$ cat src/rtl/fetch_redirect_if.sv
// Instruction-memory read port between the fetch stage (master) and imem (slave).
// Data for an enabled read appears on imem_rdata one cycle after imem_en.
interface fetch_redirect_if #(
  parameter int PC_W   = 32,
  parameter int INST_W = 64
);
  logic              imem_en;
  logic [PC_W-1:0]   imem_addr;
  logic [INST_W-1:0] imem_rdata;

  modport master (output imem_en, output imem_addr, input imem_rdata);
  modport slave  (input imem_en, input imem_addr, output imem_rdata);
endinterface

$ cat src/rtl/fetch_redirect.sv
// PC generator and fetch stage: one bundle fetch per cycle, redirect squash,
// and a hold register that keeps the output bundle stable across decode stalls.
module fetch_redirect #(
  parameter int              PC_W     = 32,
  parameter int              INST_W   = 64,
  parameter logic [PC_W-1:0] RESET_PC = '0,
  parameter logic [PC_W-1:0] PC_INC   = 1
) (
  input  logic              clk,
  input  logic              rstn,
  input  logic              stall,
  input  logic              npc_enn,
  input  logic [PC_W-1:0]   npc_target,
  fetch_redirect_if.master  imem,
  output logic              if_valid,
  output logic [PC_W-1:0]   if_pc,
  output logic [INST_W-1:0] if_inst,
  output logic [31:0]       redir_cnt,
  output logic [31:0]       fetch_cnt
);

  logic [PC_W-1:0]   pc_reg;
  logic [PC_W-1:0]   req_pc_reg;
  logic              req_valid_reg;
  logic              hold_valid_reg;
  logic [INST_W-1:0] hold_inst_reg;
  logic [31:0]       redir_cnt_reg;
  logic [31:0]       fetch_cnt_reg;
  logic              fetch_fire;

  // Redirect must gate the fetch within the same cycle, so this stays a single gate.
  assign fetch_fire     = rstn & ~stall & ~npc_enn;
  assign imem.imem_en   = fetch_fire;
  assign imem.imem_addr = pc_reg;

  always_ff @(posedge clk or negedge rstn) begin
    if (!rstn) begin
      pc_reg         <= RESET_PC;
      req_pc_reg     <= '0;
      req_valid_reg  <= 1'b0;
      hold_valid_reg <= 1'b0;
      redir_cnt_reg  <= '0;
      fetch_cnt_reg  <= '0;
    end else if (npc_enn) begin
      pc_reg         <= npc_target;
      req_valid_reg  <= 1'b0;
      hold_valid_reg <= 1'b0;
      if (redir_cnt_reg != '1) begin
        redir_cnt_reg <= redir_cnt_reg + 32'd1;
      end
    end else if (stall) begin
      hold_valid_reg <= 1'b1;
    end else begin
      pc_reg         <= pc_reg + PC_INC;
      req_pc_reg     <= pc_reg;
      req_valid_reg  <= 1'b1;
      hold_valid_reg <= 1'b0;
      if (fetch_cnt_reg != '1) begin
        fetch_cnt_reg <= fetch_cnt_reg + 32'd1;
      end
    end
  end

  // Capture the bundle on the first stalled edge only; imem data is not held by memory.
  always_ff @(posedge clk) begin
    if (stall && !npc_enn && !hold_valid_reg) begin
      hold_inst_reg <= imem.imem_rdata;
    end
  end

  assign if_valid  = req_valid_reg;
  assign if_pc     = req_pc_reg;
  assign if_inst   = hold_valid_reg ? hold_inst_reg : imem.imem_rdata;
  assign redir_cnt = redir_cnt_reg;
  assign fetch_cnt = fetch_cnt_reg;

endmodule

$ cat src/flat_wrapper.sv
// flat-port wrapper written by rule: the top's interface ports become plain ports
module fetch_redirect_flat 
#(
  parameter int              PC_W     = 32,
  parameter int              INST_W   = 64,
  parameter logic [PC_W-1:0] RESET_PC = '0,
  parameter logic [PC_W-1:0] PC_INC   = 1
)
  (clk, rstn, stall, npc_enn, npc_target, if_valid, if_pc, if_inst, redir_cnt, fetch_cnt, imem_imem_en, imem_imem_addr, imem_imem_rdata);
  fetch_redirect_if #(.PC_W(PC_W), .INST_W(INST_W)) imem_i ();
  input  logic clk;
  input  logic rstn;
  input  logic stall;
  input  logic npc_enn;
  input  logic [PC_W-1:0] npc_target;
  output logic if_valid;
  output logic [PC_W-1:0] if_pc;
  output logic [INST_W-1:0] if_inst;
  output logic [31:0] redir_cnt;
  output logic [31:0] fetch_cnt;
  output wire logic [$bits(imem_i.imem_en)-1:0] imem_imem_en;
  output wire logic [$bits(imem_i.imem_addr)-1:0] imem_imem_addr;
  input wire logic [$bits(imem_i.imem_rdata)-1:0] imem_imem_rdata;
  assign imem_imem_en = imem_i.imem_en;
  assign imem_imem_addr = imem_i.imem_addr;
  assign imem_i.imem_rdata = imem_imem_rdata;
  fetch_redirect #(.PC_W(PC_W), .INST_W(INST_W), .RESET_PC(RESET_PC), .PC_INC(PC_INC)) u_core (.clk(clk), .rstn(rstn), .stall(stall), .npc_enn(npc_enn), .npc_target(npc_target), .imem(imem_i), .if_valid(if_valid), .if_pc(if_pc), .if_inst(if_inst), .redir_cnt(redir_cnt), .fetch_cnt(fetch_cnt));
endmodule
$ cat config.mk
export PLATFORM = sky130hd
export DESIGN_NAME = fetch_redirect_flat
export DESIGN_NICKNAME = d
export VERILOG_FILES = /design/src/rtl/fetch_redirect_if.sv /design/src/rtl/fetch_redirect.sv /design/src/flat_wrapper.sv
export SDC_FILE = /design/constraint.sdc
export NUM_CORES = 1
export LEC_CHECK = 0
export CELL_PAD_IN_SITES_DETAIL_PLACEMENT = 1
export CELL_PAD_IN_SITES_GLOBAL_PLACEMENT = 1
export CORE_ASPECT_RATIO = 1.25
export CORE_MARGIN = 8
export CORE_UTILIZATION = 39
export CTS_CLUSTER_SIZE = 28
export DETAILED_ROUTE_END_ITERATION = 7
export PLACE_DENSITY_LB_ADDON = 0.2
export SLEW_MARGIN = 15
export SYNTH_ARGS = -nofsm -noshare
export SYNTH_HDL_FRONTEND = slang
export SYNTH_SLANG_ARGS = --single-unit
$ cat constraint.sdc
create_clock -name clk -period 10 [get_ports clk]
set_input_delay 2 -clock clk [delete_from_list [all_inputs] [get_ports clk]]
set_output_delay 2 -clock clk [all_outputs]
set_load 0.01 [all_outputs]
==> flow_results.xml <==
<?xml version="1.0" encoding="UTF-8"?>
<metrics>
  <group name="status">
    <metric name="status" unit="">complete, no violations</metric>
  </group>
  <group name="logic_synthesis">
    <metric name="number_of_flip_flops_and_latches_in_the_synthesized_netlist" unit="">194</metric>
    <metric name="synth.avg_cell_area" unit="um^2">12.40</metric>
    <metric name="synthArstFlopShare" unit="">0.6701</metric>
    <metric name="synthesis.area" unit="um^2">8905</metric>
    <metric name="yosysSeqAreaShare" unit="">0.5811</metric>
    <metric name="synthDistinctLibCells" unit="">48</metric>
    <metric name="post_synth_and_or_nand_nor_area_fraction" unit="">0.1614</metric>
    <metric name="synth_mux_area_frac" unit="">0.1225</metric>
    <metric name="yosys_warnings" unit="">0</metric>
    <metric name="synth_compound_gate_area_share" unit="">0.03316</metric>
    <metric name="synthAdderAreaFrac" unit="">0.004215</metric>
    <metric name="xor_xnor_portion_of_the_synthesized_cell_area" unit="">0.07770</metric>
    <metric name="synth_flop_cell" unit="">dfrtp_1</metric>
    <metric name="number_of_enable_flip_flop_cells_after_synthesis" unit="">64</metric>
    <metric name="synth_fp_nets" unit="">821</metric>
    <metric name="dominant_combinational_cell_family_by_area_after_synthesis" unit="">simple AND/OR/NAND/NOR gates</metric>
    <metric name="synthCells" unit="">718</metric>
  </group>
  <group name="floorplan">
    <metric name="num_rows" unit="">62</metric>
    <metric name="die-width" unit="um">151.2</metric>
    <metric name="design.die.area" unit="um^2">27950</metric>
    <metric name="starting_utilization_of_the_core_area" unit="">0.3918</metric>
    <metric name="die-height" unit="um">184.9</metric>
    <metric name="io_pins" unit="">294</metric>
    <metric name="floorplan.core_area" unit="um^2">22730</metric>
  </group>
  <group name="worst_setup_path">
    <metric name="worstSetupPathType" unit="">primary input to primary output</metric>
    <metric name="timing.critical_path.required" unit="ps">8000</metric>
    <metric name="crit_path_start" unit="">stall</metric>
    <metric name="rr_endpoint" unit="">u_core.fetch_cnt[1]$_DFFE_PN0P_</metric>
    <metric name="critical_path.n_buffers_inverters" unit="">2</metric>
    <metric name="crit_path_end_kind" unit="">primary output</metric>
    <metric name="worst_path_largest_cell_delay" unit="ps">560</metric>
    <metric name="logic_depth_of_the_worst_register_to_register_path" unit="">5</metric>
    <metric name="critical-path-top-cell-by-count" unit="">clkdlybuf4s50_1</metric>
    <metric name="crit_slowest_cell" unit="">clkdlybuf4s50_1</metric>
    <metric name="start_kind" unit="">primary input</metric>
    <metric name="crit_cells" unit="">4</metric>
    <metric name="timing.critical_path.cells" unit="">clkdlybuf4s50_1 -&gt; nor2_1 -&gt; and2_1 -&gt; clkdlybuf4s50_1</metric>
    <metric name="crit_path_max_fanout" unit="">8</metric>
    <metric name="cp_data_arrival_time" unit="ps">3580</metric>
    <metric name="worst-r2r-setup-slack" unit="ps">7640</metric>
    <metric name="reg2reg_from" unit="">u_core.fetch_cnt[6]$_DFFE_PN0P_</metric>
    <metric name="critical_path.endpoint" unit="">imem_imem_en</metric>
    <metric name="critical_path.top_delay_family" unit="">buffers and inverters</metric>
  </group>
  <group name="cells_and_area">
    <metric name="layout.nets" unit="">1111</metric>
    <metric name="largest_reg_flops" unit="">64</metric>
    <metric name="flow.area_growth_from_synthesis" unit="%">42.32</metric>
    <metric name="post_route_cells_drive_above_1_share" unit="">0.1508</metric>
  </group>
  <group name="timing">
    <metric name="summed_negative_setup_slack_over_all_endpoints" unit="ps">0</metric>
    <metric name="slew_headroom" unit="">0.3780</metric>
    <metric name="finClkSkew" unit="ps">6.612</metric>
    <metric name="worst-slew-pin-transition" unit="ps">933.0</metric>
    <metric name="layout_worst_path_cycle_share" unit="">0.5582</metric>
    <metric name="rsz0062_at_grt" unit="">false</metric>
    <metric name="timing.final.hold_violations" unit="">0</metric>
    <metric name="layout_setup_ws" unit="ps">4418</metric>
    <metric name="final_max_slew_viol_count" unit="">0</metric>
    <metric name="setup_viol_count_final" unit="">0</metric>
    <metric name="min_period" unit="ps">5582</metric>
    <metric name="timing.fmax" unit="MHz">179.1</metric>
  </group>
  <group name="clock_network">
    <metric name="clock_sink_count" unit="">194</metric>
    <metric name="cts_resized" unit="">0</metric>
    <metric name="root_buffer" unit="">clkbuf_16</metric>
    <metric name="postCtsSetupBuffers" unit="">0</metric>
    <metric name="cts.clk_slew.worst_paths" unit="ps">70</metric>
    <metric name="cts_hold_repair.buffers" unit="">0</metric>
    <metric name="htree_num_levels" unit="">4</metric>
    <metric name="number_of_buffers_between_clock_root_and_the_deepest_sink" unit="">2</metric>
    <metric name="cts_buffers" unit="">17</metric>
    <metric name="cts_tree" unit="">built</metric>
    <metric name="clk-insertion-delay-late" unit="ps">430</metric>
  </group>
  <group name="power_and_ir_drop">
    <metric name="power.switching_fraction" unit="">0.2702</metric>
    <metric name="combinationalPowerShare" unit="">0.205</metric>
    <metric name="power_switching" unit="W">0.0005496</metric>
    <metric name="power.clock.fraction" unit="">0.321</metric>
    <metric name="seq_power_share" unit="">0.474</metric>
    <metric name="cellPowerDensity" unit="nW/um^2">160.5</metric>
    <metric name="vdd_ir_drop_max" unit="uV">122.3</metric>
    <metric name="total_leakage_power" unit="nW">4.941</metric>
    <metric name="power.internal" unit="W">0.001484</metric>
  </group>
  <group name="detailed_routing">
    <metric name="wl_per_cell" unit="um">20.70</metric>
    <metric name="route.detailed.drc" unit="">0</metric>
    <metric name="tritonroute_pass_1_iters" unit="">4</metric>
    <metric name="antenna_violating_nets_post_route" unit="">0</metric>
    <metric name="detail_route.wirelength" unit="mm">27.14</metric>
    <metric name="routed_via_density" unit="">5.184</metric>
    <metric name="route.vias.total" unit="">6796</metric>
    <metric name="drt_first_iter_violations" unit="">246</metric>
  </group>
  <group name="global_routing">
    <metric name="grt_pass1_wl" unit="mm">42.04</metric>
    <metric name="grt_pass1_vias" unit="">7380</metric>
    <metric name="overflow" unit="">0</metric>
    <metric name="grt_antenna_before_repair" unit="">1</metric>
    <metric name="maximum_number_of_pins_on_one_net_before_global_route_repair" unit="">72</metric>
    <metric name="groute.usage.overall" unit="">0.1944</metric>
  </group>
  <group name="place">
    <metric name="gp_congestion" unit="">0.7628</metric>
    <metric name="placement.setup.worst_slack" unit="ps">4403</metric>
    <metric name="dp.final_hpwl" unit="mm">20.11</metric>
    <metric name="port_buffers" unit="">293</metric>
  </group>
  <group name="run">
    <metric name="max_cap_viols" unit="">0</metric>
  </group>
  <group name="worst_hold_path">
    <metric name="worst_hold_path_type" unit="">register to register</metric>
  </group>
</metrics>
[layout make-up]
| class | instances | area (um^2) |
|---|---|---|
| Fill cell | 2356 | 10060 |
| Sequential cell | 194 | 5176 |
| Multi-Input combinational cell | 485 | 3561 |
| Timing Repair Buffer | 297 | 2959 |
| Clock buffer | 22 | 486.7 |
| Tap cell | 288 | 360.3 |
| Clock inverter | 10 | 76.32 |
| Inverter | 13 | 48.80 |
| Antenna cell | 2 | 5.005 |
[cells in the mapped netlist (4+ instances only)]
cell      number  area, um^2
nor2_1        24       90.09
edfxtp_1      64        1922
xnor2_1       40       350.3
o21ai_0       30       150.1
a31oi_1        4       25.02
inv_1         13       48.80
nor2b_1        7       43.79
dfrtp_1      130        3253
nor3b_1        5       37.54
nor4_1         5       31.28
nor3_1        26       130.1
xor2_1        39       341.6
o21ai_1        4       20.02
and3_1        14       87.58
nand3_1       46       230.2
nand2_1       76       285.3
and4_1        10       87.58
nand4_1       17       106.4
mux2_2        95        1070
clkbuf_1      19       71.32
nor4_4         4       85.08
[metal layers]
layer / global-route usage / wire length [um] / share of wire / vias up
met2: 0.3374 / 13750 / 0.51 / 209
met5: 0 / 0 / 0 / -
met1: 0.2237 / 10840 / 0.40 / 3413
met3: 0.06551 / 2244 / 0.083 / 15
li1: - / - / - / 3159
met4: 0.05276 / 298 / 0.011 / 0
[power groups by stage]
stage               clock, W  combinational, W  sequential [W]
CTS                 0.000679          0.000426        0.000965
global route        0.000710          0.000450        0.000977
detailed placement         0          0.000424        0.000980
global placement           0          0.000416        0.000977
finish              0.000653          0.000417        0.000964
floorplan                  0          0.000137        0.000996
[kinds of logic (layout without fill, tap and decap cells)]
group	after synthesis	after routing
other	0	2
and+or+nand+nor	257	257
muxes	97	97
xor gates and xnor gates	79	79
adders and majority gates	3	3
AOI/OAI and AO/OA	49	49
DFF	194	194
buffers and inverters	39	342
[how the worst min path moves through the flow]
stage / from / to / slack (ps) / depth (start not counted)
global route: u_core.if_pc[28]$_DFFE_PN0P_ / u_core.if_pc[28]$_DFFE_PN0P_ / 520 / 2
detailed placement: u_core.if_pc[28]$_DFFE_PN0P_ / u_core.if_pc[28]$_DFFE_PN0P_ / 480 / 2
global placement: u_core.if_pc[28]$_DFFE_PN0P_ / u_core.if_pc[28]$_DFFE_PN0P_ / 460 / 2
floorplan: u_core.fetch_cnt[27]$_DFFE_PN0P_ / u_core.fetch_cnt[27]$_DFFE_PN0P_ / 520 / 1
CTS: u_core.if_pc[28]$_DFFE_PN0P_ / u_core.if_pc[28]$_DFFE_PN0P_ / 490 / 2
finish: u_core.if_pc[28]$_DFFE_PN0P_ / u_core.if_pc[28]$_DFFE_PN0P_ / 490 / 2
[cells in the final DEF (no fill, tap or decap), types with 18 or more instances in the layout]
cell	instances
mux2_2	95
edfxtp_1	64
clkdlybuf4s50_1	291
nor3_1	26
xnor2_1	40
o21ai_0	30
nand3_1	46
nand2_1	76
nor2_1	24
dfrtp_1	129
clkbuf_16	18
xor2_1	39
[tightest hold or removal path, cell delays in order (launching register included)]
cell     delay [ps]
dfrtp_1         350
nand2_1          50
o21ai_0          60
[stage by stage]
stage	hold slack, ps	util	std cells	area, um^2	total power (W)
after floorplan	515.4	-	718	8905	0.001133
after global placement	462.8	0.5326	1277	12110	0.001393
after detailed placement	476.3	0.5326	1277	12110	0.001404
after CTS	492.3	0.5574	1309	12670	0.002070
after global routing	515.4	0.5575	1310	12670	0.002136
final	485.7	0.5576	1311	12670	0.002034
No activity file was read; power rests on OpenSTA's default activity.
